[src/rtl/pow_pkg.sv]
// Shared types and default widths for the sequential power unit.
package pow_pkg;

  localparam int POW_WIDTH     = 32;
  localparam int POW_EXP_WIDTH = 32;

  typedef enum logic [1:0] {
    IDLE = 2'd0,
    BUSY = 2'd1,
    DONE = 2'd2
  } pow_state_t;

endpackage

[src/rtl/pow_step.sv]
// One MSB-first square-and-multiply step: square the accumulator, optionally
// multiply by the base, and flag any bits lost above WIDTH.
module pow_step
  import pow_pkg::*;
#(
  parameter int WIDTH = POW_WIDTH
) (
  input  logic [WIDTH-1:0] acc,
  input  logic [WIDTH-1:0] base,
  input  logic             exp_bit,
  output logic [WIDTH-1:0] next_acc,
  output logic             step_ovf
);

  logic [2*WIDTH-1:0] sq_s;
  logic [2*WIDTH-1:0] prod_s;
  logic [2*WIDTH-1:0] t_s;

  // Square, conditional multiply by base on the truncated square, overflow detect
  always_comb begin
    sq_s   = {{WIDTH{1'b0}}, acc} * {{WIDTH{1'b0}}, acc};
    prod_s = {{WIDTH{1'b0}}, sq_s[WIDTH-1:0]} * {{WIDTH{1'b0}}, base};
    if (exp_bit) begin
      t_s = prod_s;
    end else begin
      t_s = sq_s;
    end
    next_acc = t_s[WIDTH-1:0];
    step_ovf = (|sq_s[2*WIDTH-1:WIDTH]) | (|t_s[2*WIDTH-1:WIDTH]);
  end

endmodule

[src/rtl/pow_seq.sv]
// Sequential base**exp (mod 2^WIDTH) unit, one exponent bit per cycle,
// with valid/ready handshakes and a sticky exact overflow flag.
module pow_seq
  import pow_pkg::*;
#(
  parameter int WIDTH     = POW_WIDTH,
  parameter int EXP_WIDTH = POW_EXP_WIDTH
) (
  input  logic                 clk,
  input  logic                 rst,
  input  logic                 in_valid,
  output logic                 in_ready,
  input  logic [WIDTH-1:0]     in_base,
  input  logic [EXP_WIDTH-1:0] in_exp,
  output logic                 out_valid,
  input  logic                 out_ready,
  output logic [WIDTH-1:0]     out_result,
  output logic                 out_ovf
);

  localparam int CW = (EXP_WIDTH > 1) ? $clog2(EXP_WIDTH) : 1;

  pow_state_t           state_r;
  pow_state_t           state_nxt_s;
  logic [WIDTH-1:0]     base_r;
  logic [EXP_WIDTH-1:0] exp_r;
  logic [WIDTH-1:0]     acc_r;
  logic                 ovf_r;
  logic [CW-1:0]        bitcnt_r;
  logic [WIDTH-1:0]     next_acc_s;
  logic                 step_ovf_s;

  pow_step #(.WIDTH(WIDTH)) u_step (
    .acc      (acc_r),
    .base     (base_r),
    .exp_bit  (exp_r[bitcnt_r]),
    .next_acc (next_acc_s),
    .step_ovf (step_ovf_s)
  );

  // FSM state register
  always_ff @(posedge clk or posedge rst) begin
    if (rst) begin
      state_r <= IDLE;
    end else begin
      state_r <= state_nxt_s;
    end
  end

  // Next-state and handshake decode
  always_comb begin
    state_nxt_s = state_r;
    in_ready    = 1'b0;
    out_valid   = 1'b0;
    case (state_r)
      IDLE: begin
        in_ready = 1'b1;
        if (in_valid) begin
          state_nxt_s = BUSY;
        end else begin
          state_nxt_s = IDLE;
        end
      end
      BUSY: begin
        if (bitcnt_r == {CW{1'b0}}) begin
          state_nxt_s = DONE;
        end else begin
          state_nxt_s = BUSY;
        end
      end
      DONE: begin
        out_valid = 1'b1;
        if (out_ready) begin
          state_nxt_s = IDLE;
        end else begin
          state_nxt_s = DONE;
        end
      end
      default: begin
        state_nxt_s = IDLE;
      end
    endcase
  end

  // Operand capture and iteration datapath; acc/ovf hold steady in DONE
  always_ff @(posedge clk or posedge rst) begin
    if (rst) begin
      base_r   <= {WIDTH{1'b0}};
      exp_r    <= {EXP_WIDTH{1'b0}};
      acc_r    <= {WIDTH{1'b0}};
      ovf_r    <= 1'b0;
      bitcnt_r <= {CW{1'b0}};
    end else if ((state_r == IDLE) && in_valid) begin
      base_r   <= in_base;
      exp_r    <= in_exp;
      acc_r    <= {{(WIDTH-1){1'b0}}, 1'b1};
      ovf_r    <= 1'b0;
      bitcnt_r <= CW'(EXP_WIDTH - 1);
    end else if (state_r == BUSY) begin
      acc_r <= next_acc_s;
      ovf_r <= ovf_r | step_ovf_s;
      if (bitcnt_r != {CW{1'b0}}) begin
        bitcnt_r <= bitcnt_r - CW'(1'b1);
      end else begin
        bitcnt_r <= bitcnt_r;
      end
    end else begin
      acc_r <= acc_r;
    end
  end

  assign out_result = acc_r;
  assign out_ovf    = ovf_r;

endmodule

[config.mk]
export PLATFORM = sky130hd
export DESIGN_NAME = pow_seq
export DESIGN_NICKNAME = d
export VERILOG_FILES = /design/src/rtl/pow_pkg.sv /design/src/rtl/pow_step.sv /design/src/rtl/pow_seq.sv
export SDC_FILE = /design/constraint.sdc
export NUM_CORES = 2
export LEC_CHECK = 0
export BUFFER_PORTS_ARGS = -buffer_cell sky130_fd_sc_hd__buf_4
export CORE_MARGIN = 1.5
export CORE_UTILIZATION = 40
export CTS_CLUSTER_DIAMETER = 60
export DETAILED_ROUTE_END_ITERATION = 8
export GPL_TIMING_DRIVEN = 0
export PLACE_DENSITY = 0.56
export SETUP_SLACK_MARGIN = 0.1
export SLEW_MARGIN = 20
export SYNTH_ARGS = -nofsm -noshare
export SYNTH_HDL_FRONTEND = slang
export SYNTH_SLANG_ARGS = --single-unit
export TNS_END_PERCENT = 100
[constraint.sdc]
create_clock -name clk -period 22.5 [get_ports clk]
set_input_delay 4.5 -clock clk [delete_from_list [all_inputs] [get_ports clk]]
set_output_delay 4.5 -clock clk [all_outputs]
set_load 0.01 [all_outputs]
==> reports/metrics.csv <==
stage;metric;value;unit
clock_tree;Num CTS Buffers;9;
final_layout;register area;2600;sq um
clock_tree;maximum clock path buffer count;2;
clock_tree;setup bufs post-CTS;0;
placed_design;dpl cells;9592;
worst_setup_path;Worst Path Arrival;19.83;ns
global_routing;vias in the first global route;55700;
route;DR WL/cell;25.9;microns
worst_setup_path;CP most frequent cell;fa_1;
floorplanning;FP Rows;149;
floorplanning;die height;411;microns
global_routing;first-pass GRT wire length;371000;microns
clock_tree;clk slew on worst S/H paths;0.09;ns
synth;top cells by area, synth;fa_1 (50%), ha_1 (10%), inv_1 (9.7%), and2_1 (8.0%), nand2_1 (5.6%);
worst_setup_path;CP startpoint kind;flip-flop;
run_status;status;complete, but fails checks;
clock_tree;H-tree Lvls;3;
route;detailed-route via count;50900;
final_layout;FILL cells;16500;
synth;syn nets;9582;
synth;Synth area leader;fa_1;
synth;YS warnings;0;
floorplanning;core area;165000;sq um
floorplanning;Horiz. Die Dim;411;microns
placed_design;post-DP HPWL;211000;microns
synth;EDFF count, synth;0;
worst_setup_path;critical path type;reg2reg;
synth;Yosys reg bits;104;
timing;final setup vio count;0;
synth;mapped cell area;66600;sq um
clock_tree;Root Buffer;clkbuf_16;
worst_setup_path;crit path capture type;flip-flop;
timing;fin crit share;0.867;
synth;ys flop type;dfrtp_1;
final_layout;Layout Area Growth over Synthesis;6.03;%
timing;Slew headroom;0.114;
global_routing;antenna violations before repair;15;
worst_setup_path;Critical Path RT;22.83;ns
floorplanning;Initial Util;0.403;
clock_tree;cts repair resizes;0;
timing;RSZ-0062 raised after global routing;no;
final_layout;share of layout cells above drive strength 1;0.0260;
clock_tree;clk_lat worst skew;0.47;ns
run_status;failing checks;design-rule violations;
timing;Worst Tran Pin Value;1.32;ns
final_layout;nets@finish;9700;
synth;Synth top area share;0.503;
global_routing;Overflow after GRT;0;
synth;unique cell type count in the Yosys netlist;84;
route;Vias/cell;5.29;
timing;top achievable clock speed;51.3;MHz
timing;endpoints failing hold;0;
placed_design;PortBufs;102;
global_routing;largest net degree at the start of global routing;68;
timing;minimum clock period;19.50;ns
flow_run;Max Cap Viol;0;
floorplanning;total I/O pin count;103;
synth;Syn Area/Cell;9.12;sq um
route;# DRC;12;
route;routed wire length;250000;microns
floorplanning;die area;169000;sq um
clock_tree;CTS sink cnt;104;
clock_tree;hold buffers post-CTS;0;
synth;post-synthesis sequential area ratio;0.0391;
placed_design;Placer Congestion;1.00;
worst_setup_path;CP max-delay cell;a311oi_1;
timing;final slew viol count;0;
route;Final ANT Viol Nets;0;
synth;asr flop ratio synth;1.00;
final_layout;Non-Filler Instances;9623;
worst_setup_path;CP max FO;10;
route;Iter 0 DRT Violations;3924;
timing;Setup TNS;0;ns
min_path;Hold/Removal Path Class;reg2reg;
timing;clock skew;0.0300;ns
worst_setup_path;slowest stage delay, CP;1.03;ns
route;drt pass-1 iters;8;
global_routing;Global Route Usage Sum;0.303;
synth;Cells after Synth;7297;
clock_tree;CTS tree;done;
final_layout;area of the multi-input gates;56100;sq um
[state kept, by name, indices dropped and copies added, names as in the netlist]
register    flops
out_ovf         1
state_r         2
exp_r          32
out_result     32
base_r         32
bitcnt_r        5
[cells in the final DEF, fill, tap and decap left out, drive strengths merged, types with 25 or more instances in the layout]
master / instances
dfrtp: 104
o21a: 27
inv: 1728
nor2b: 38
nor2: 106
and2: 854
nand3: 62
nor3: 30
fa: 1673
mux2i: 25
clkbuf: 366
nand2: 989
xor2: 44
xnor2: 62
ha: 544
nand4: 49
a21oi: 163
buf: 129
o21ai: 135
a21o: 43
[metrics by stage]
stage	cell area (sq um)	setup WS, ns	hold WS [ns]	utilization
5_1_grt	70500	2.44	0.492	0.427
4_1_cts	70500	3.01	0.480	0.427
2_1_floorplan	66600	7.76	0.438	-
3_5_place_dp	70200	3.08	0.456	0.426
3_3_place_gp	70100	3.20	0.457	0.425
6_report	70600	3.00	0.475	0.428
[path summary, 6_finish.rpt]
check	from	to	slack [ns]	depth (start not counted)
setup / recovery	out_result[6]$_DFFE_PP0P_	out_ovf$_DFFE_PP0P_	3.00	52
hold / removal	exp_r[1]$_DFFE_PP0P_	exp_r[1]$_DFFE_PP0P_	0.47	2
setup reg to reg	out_result[6]$_DFFE_PP0P_	out_ovf$_DFFE_PP0P_	3.00	52
hold reg to reg	exp_r[1]$_DFFE_PP0P_	exp_r[1]$_DFFE_PP0P_	0.47	2
max in group asynchronous	rst	out_result[8]$_DFFE_PP0P_	17.71	3
min in group asynchronous	rst	exp_r[24]$_DFFE_PP0P_	4.01	2
[cells in the mapped netlist, drive strengths merged (30+ instances only)]
cell type / instances
inv: 1723
nor2b: 38
and2: 854
fa: 1673
xor2: 44
ha: 544
nand3: 62
dfrtp: 104
clkbuf: 356
nor3: 30
xnor2: 62
o21ai: 135
a21o: 43
nand2: 989
nand4: 49
a21oi: 163
nor2: 106
[worst max-delay path, delay by kind of cell, from the launching register on]
| family | cells | cell delay, ns |
|---|---|---|
| AOI/OAI and AO/OA | 7 | 2.86 |
| xor gates and xnor gates | 1 | 0.83 |
| adders and majority gates | 18 | 8.88 |
| buffers and inverters | 17 | 3.77 |
| DFF | 1 | 0.56 |
| muxes | 1 | 0.26 |
| and+or+nand+nor | 8 | 2.20 |
[layer usage]
layer	track usage	vias up	share of wire
met1	0.390	26400	0.40
met5	0	-	0.00022
li1	-	21800	-
met4	0.154	8	0.059
met3	0.0520	519	0.078
met2	0.493	2147	0.47
[cells by family after synthesis]
| kind of cell | after synthesis | synth area share |
|---|---|---|
| flops | 104 | 0.0391 |
| buf+inv | 2101 | 0.119 |
| simple gates | 2201 | 0.165 |
| mux | 35 | 0.00613 |
| xor+xnor | 106 | 0.0140 |
| fa+ha+maj | 2217 | 0.606 |
| compound gates | 533 | 0.0512 |
[area by class of cell]
cell class,instances,area share
Sequential cell,104,0.0369
Buffer,378,0.0212
Multi-Input combinational cell,5092,0.795
Clock inverter,6,0.000798
Inverter,1723,0.0918
Clock buffer,10,0.00339
Timing Repair Buffer,107,0.0120
Antenna cell,14,0.000496
Tap cell,2189,0.0388
Power is not shown: default switching activity piles up to over one toggle a cycle in this logic, so the estimate is an artifact.
